==> src/rtl/uart_rx_fifo.sv <==
// UART receiver with a show-ahead receive FIFO.
// The RX line is synchronised, then framed by a four-state FSM that samples
// each bit in its middle. Completed frames are pushed as {FERR, PERR, data}.
module uart_rx_fifo #(
    parameter int DEPTH       = 16,
    parameter int K_W         = 19,
    parameter int SYNC_STAGES = 2
) (
    input  logic                   clk,
    input  logic                   rst,
    input  logic                   RX,
    input  logic [K_W-1:0]         k,
    input  logic                   EIGHT,
    input  logic                   PEN,
    input  logic                   OHEL,
    input  logic                   RD,
    input  logic                   CLR,
    output logic [7:0]             DATA_OUT,
    output logic                   PERR,
    output logic                   FERR,
    output logic                   RXRDY,
    output logic                   FULL,
    output logic [$clog2(DEPTH):0] COUNT,
    output logic                   OVF
);
    localparam int AW = $clog2(DEPTH);
    localparam logic [K_W-1:0] K_MIN = K_W'(4);
    localparam logic [K_W-1:0] K_ONE = K_W'(1);

    typedef enum logic [1:0] {IDLE, START, DATA, STOP} state_t;

    logic [SYNC_STAGES-1:0] sync_q, sync_d;
    logic                   rxs;
    state_t                 state_q, state_d;
    logic [K_W-1:0]         cnt_q, cnt_d, kq_q, kq_d, k_eff;
    logic [3:0]             bits_q, bits_d, nbits;
    logic [8:0]             shreg_q, shreg_d;
    logic                   eight_q, eight_d, pen_q, pen_d, ohel_q, ohel_d;
    logic                   push;
    logic [7:0]             rx_data;
    logic                   rx_par, rx_perr;
    logic [9:0]             rx_entry;

    logic [9:0]             mem_q [DEPTH];
    logic [AW-1:0]          wr_ptr_q, wr_ptr_d, rd_ptr_q, rd_ptr_d;
    logic [AW:0]            count_q, count_d;
    logic                   ovf_q, ovf_d;
    logic                   pop, do_push, full, not_empty;
    logic [9:0]             head;

    assign rxs = sync_q[SYNC_STAGES-1];

    // Synchroniser shift, effective bit time and assembly of the frame entry.
    always_comb begin
        sync_d   = {sync_q[SYNC_STAGES-2:0], RX};
        k_eff    = (k < K_MIN) ? K_MIN : k;
        nbits    = 4'd7 + {3'b000, eight_q} + {3'b000, pen_q};
        rx_data  = eight_q ? shreg_q[7:0] : {1'b0, shreg_q[6:0]};
        rx_par   = eight_q ? shreg_q[8] : shreg_q[7];
        rx_perr  = pen_q & (rx_par ^ (^rx_data) ^ ohel_q);
        rx_entry = {~rxs, rx_perr, rx_data};
    end

    // Receive FSM: next state, bit counter, sample capture and push strobe.
    always_comb begin
        state_d = state_q;
        cnt_d   = cnt_q;
        bits_d  = bits_q;
        shreg_d = shreg_q;
        kq_d    = kq_q;
        eight_d = eight_q;
        pen_d   = pen_q;
        ohel_d  = ohel_q;
        push    = 1'b0;
        case (state_q)
            IDLE: begin
                kq_d    = k_eff;
                eight_d = EIGHT;
                pen_d   = PEN;
                ohel_d  = OHEL;
                if (!rxs) begin
                    state_d = START;
                    cnt_d   = k_eff >> 1;
                    bits_d  = 4'd0;
                    shreg_d = 9'd0;
                end
            end
            START: begin
                if (cnt_q == K_ONE) begin
                    if (!rxs) begin
                        state_d = DATA;
                        cnt_d   = kq_q;
                    end else begin
                        state_d = IDLE;
                    end
                end else begin
                    cnt_d = cnt_q - K_ONE;
                end
            end
            DATA: begin
                if (cnt_q == K_ONE) begin
                    shreg_d[bits_q] = rxs;
                    cnt_d           = kq_q;
                    if (bits_q == nbits - 4'd1) begin
                        state_d = STOP;
                    end else begin
                        bits_d = bits_q + 4'd1;
                    end
                end else begin
                    cnt_d = cnt_q - K_ONE;
                end
            end
            STOP: begin
                if (cnt_q == K_ONE) begin
                    push    = 1'b1;
                    state_d = IDLE;
                end else begin
                    cnt_d = cnt_q - K_ONE;
                end
            end
            default: state_d = IDLE;
        endcase
    end

    // Receiver registers; frame-format and data registers need no reset.
    always_ff @(posedge clk) begin
        if (rst) begin
            sync_q  <= '1;
            state_q <= IDLE;
            cnt_q   <= '0;
            bits_q  <= '0;
        end else begin
            sync_q  <= sync_d;
            state_q <= state_d;
            cnt_q   <= cnt_d;
            bits_q  <= bits_d;
        end
        kq_q    <= kq_d;
        shreg_q <= shreg_d;
        eight_q <= eight_d;
        pen_q   <= pen_d;
        ohel_q  <= ohel_d;
    end

    // FIFO control: a push into a full FIFO only succeeds alongside a pop.
    always_comb begin
        not_empty = (count_q != '0);
        full      = (count_q == (AW+1)'(DEPTH));
        pop       = RD & not_empty;
        do_push   = push & (~full | pop);
        wr_ptr_d  = do_push ? wr_ptr_q + AW'(1) : wr_ptr_q;
        rd_ptr_d  = pop ? rd_ptr_q + AW'(1) : rd_ptr_q;
        count_d   = count_q;
        if (do_push && !pop) begin
            count_d = count_q + (AW+1)'(1);
        end else if (!do_push && pop) begin
            count_d = count_q - (AW+1)'(1);
        end
        ovf_d = ovf_q;
        if (push && full && !pop) begin
            ovf_d = 1'b1;
        end else if (CLR) begin
            ovf_d = 1'b0;
        end
        head = mem_q[rd_ptr_q];
    end

    // FIFO pointers, occupancy and sticky overflow flag.
    always_ff @(posedge clk) begin
        if (rst) begin
            wr_ptr_q <= '0;
            rd_ptr_q <= '0;
            count_q  <= '0;
            ovf_q    <= 1'b0;
        end else begin
            wr_ptr_q <= wr_ptr_d;
            rd_ptr_q <= rd_ptr_d;
            count_q  <= count_d;
            ovf_q    <= ovf_d;
        end
    end

    // Entry storage; the slot being popped may be rewritten when full.
    always_ff @(posedge clk) begin
        if (do_push) begin
            mem_q[wr_ptr_q] <= rx_entry;
        end
    end

    assign RXRDY    = not_empty;
    assign FULL     = full;
    assign COUNT    = count_q;
    assign OVF      = ovf_q;
    assign DATA_OUT = not_empty ? head[7:0] : 8'd0;
    assign PERR     = not_empty & head[8];
    assign FERR     = not_empty & head[9];
endmodule

==> config.mk <==
export PLATFORM = sky130hd
export DESIGN_NAME = uart_rx_fifo
export DESIGN_NICKNAME = d
export VERILOG_FILES = /design/src/rtl/uart_rx_fifo.sv
export SDC_FILE = /design/constraint.sdc
export NUM_CORES = 1
export LEC_CHECK = 0
export CORE_MARGIN = 5
export CORE_UTILIZATION = 35
export DETAILED_ROUTE_END_ITERATION = 6
export GPL_TIMING_DRIVEN = 0
export PLACE_DENSITY = 0.5
export REMOVE_ABC_BUFFERS = 1
export SYNTH_ARGS = -nofsm -noshare
export SYNTH_HDL_FRONTEND = slang
export SYNTH_SLANG_ARGS = --single-unit
==> constraint.sdc <==
create_clock -name clk -period 4.9 [get_ports clk]
set_input_delay 0.98 -clock clk [delete_from_list [all_inputs] [get_ports clk]]
set_output_delay 0.98 -clock clk [all_outputs]
set_load 0.05 [all_outputs]
==> flow_summary.ini <==
[min_path]
hold_class = register to register
hp-start = sync_q[0]

[drt]
drtPass1Iterations = 5
ant_nets = 0
vias = 6252
wirelength_um = 23100
post-route-drc-count = 0
dr.first_iter.drc_count = 391
viasPerCell = 5.31
routedWlPerCell_um = 19.6

[yosys]
ys_seq_area_share_pct = 62.9
synth-edff-count = 191
ys_seq_elements = 236
postSynthCellCount = 747
yosysTopAreaCell = edfxtp_1
synth-async-reset-ratio_pct = 0
ys_types = 62
synth_area_um2 = 10500
synth_top_cell_area_share_pct = 54.4
ys_top_cells_by_count = edfxtp_1, clkbuf_1, mux4_2, nor2_1, dfxtp_1
yosysMostFrequentCell = edfxtp_1
yosys_warnings = 0
synth_area_per_cell_um2 = 14.1
synthFlopType = edfxtp_1
synth_area_leaders = edfxtp_1, mux4_2, dfxtp_1

[clock_network]
cts_resized = 0
numCtsBuffers = 27
holdBufCountCts = 0
cts.clk_slew.worst_paths_ns = 0.06
tritoncts = yes
htreeDepth = 1
cts_sinks = 236
postCtsSetupBuffers = 0
clock-root-buffer = clkbuf_16
clock_latency_ns = 0.54
cts_buffer_depth = 3

[critical_path]
crit_family = multiplexers
cp.required_ns = 3.92
crit_buf_inv = 1
critPathMaxFanout = 40
crit_top_cell = mux4_2
rr_startpoint = cnt_q[4]
crit_path_start_kind = register
crit_type = register to primary output
worst_path_max_delay_cell = dfxtp_4
path_cells = mux4_2 -> mux4_2 -> and2_1 -> clkdlybuf4s50_1
end_kind = primary output
critPathMaxStageDelay_ns = 0.91
cp_data_arrival_time_ns = 3.46

[timing]
slew_violations = 0
fin_setup_tns_ns = 0
timing.final.crit_share_pct = 90.6
hold_ws_ns = 0.408
finalSetupViolCount = 0
fmax_ghz = 0.225
rsz0062_at_grt = no
period_needed_ns = 4.44
slew_headroom_pct = 15.0
finClkSkew_ns = 0.0118
max_slew.worst_pin.slew_ns = 1.27
hold_violations = 0

[global_route]
top_usage_layer = met2
antenna_found_initial = 0
grt_max_degree = 51
grt_overflow_total = 0
met2_usage_pct = 24.3
use_met3_pct = 2.51
met1_usage_pct = 17.7
grt_pass1_vias = 6507
grt_pass1_wl_um = 36800
grt_usage_pct = 13.8

[floorplanning]
die_y_um = 184
io_pins = 45
start_util_pct = 35.5
die_w_um = 184
die-area_um2 = 33700
core_um2 = 29700
rows = 63

[power]
ir_drop_uv = 258
powerDensity_nw_per_um2 = 507
power_w = 0.00618
leakagePower_nw = 3.97

[placed_design]
gp_routability_congestion = 0.832
dpl.cell_count = 1128
place_hpwl_um = 15000
port_buffers = 44

[layout]
n_fill_cell = 2719
diodes = 0
final_nets = 815
syn2layout_area_growth_pct = 15.6
drive_above_1_share_pct = 15.0
multiInputGateArea_um2 = 3610
stdcell_count = 1178
register_area_um2 = 6640

[run]
max_cap_viol_count = 0

[run_status]
outcome = finished clean
-- final timing paths --
kind	to	slack [ns]	cells past startpoint
max reg2reg	COUNT[4]	0.51	12
min reg2reg	sync_q[1]	0.41	1
max	DATA_OUT[7]	0.46	4
min	sync_q[1]	0.41	1
-- layout make-up --
cell class	count	area share, %
Tap cell	390	4.00
Timing Repair Buffer	51	4.39
Clock inverter	14	0.945
Clock buffer	36	5.90
Inverter	20	0.616
Sequential cell	236	54.5
Multi-Input combinational cell	431	29.6
-- report_power, final --
part	total [W]	switching, W	leakage [nW]	internal (W)
clock	0.00190	0.000802	0.414	0.00109
combinational	0.00172	0.000990	1.43	0.000726
sequential	0.00257	0.000221	2.13	0.00235
-- logic make-up after synthesis --
family          after synthesis  synth area share, %
compound gates              109                 6.73
simple gates                209                 10.4
xor+xnor                     35                 2.91
flops                       236                 62.9
fa+ha+maj                    21                 2.56
mux                          57                 11.4
buf+inv                      80                 3.09
-- metal layers --
layer | share of wire (%) | wire length (um)
met4 | 1.8 | 418
met1 | 43 | 9840
met3 | 4.4 | 1030
met2 | 51 | 11800
met5 | 0 | 0
-- stage by stage --
| step | instance area (um2) | utilization [%] | setup WS, ns |
|---|---|---|---|
| final | 12200 | 41.0 | 0.463 |
| after global routing | 12200 | 41.0 | 0.223 |
| after CTS | 12200 | 41.0 | 0.362 |
| after detailed placement | 11400 | 38.2 | 0.576 |
| after floorplan | 10300 | - | 0.728 |
| after global placement | 11200 | 37.8 | -0.637 |
-- cell usage in the layout (no fill, tap or decap), types with 11 or more instances in the layout --
cell type,n
clkdlybuf4s50_1,43
nor2b_1,11
clkbuf_16,27
mux4_2,50
o21ai_0,14
nor3_1,12
nand3_1,25
a21oi_1,42
inv_1,20
xor2_1,16
ha_1,19
nor2_1,46
nand2_1,41
and2_1,13
edfxtp_1,191
nor4_1,12
xnor2_1,19
dfxtp_1,43
-- sequential cells by signal (all words and copies together), names as in the netlist, named ones only --
signal / cells
COUNT: 5
OVF: 1
bits_q: 4
cnt_q: 19
eight_q: 1
kq_q: 19
mem_q: 160
ohel_q: 1
pen_q: 1
rd_ptr_q: 4
shreg_q: 9
state_q: 1
sync_q: 2
wr_ptr_q: 4
Note: power is estimated with default switching activity, not from simulation.
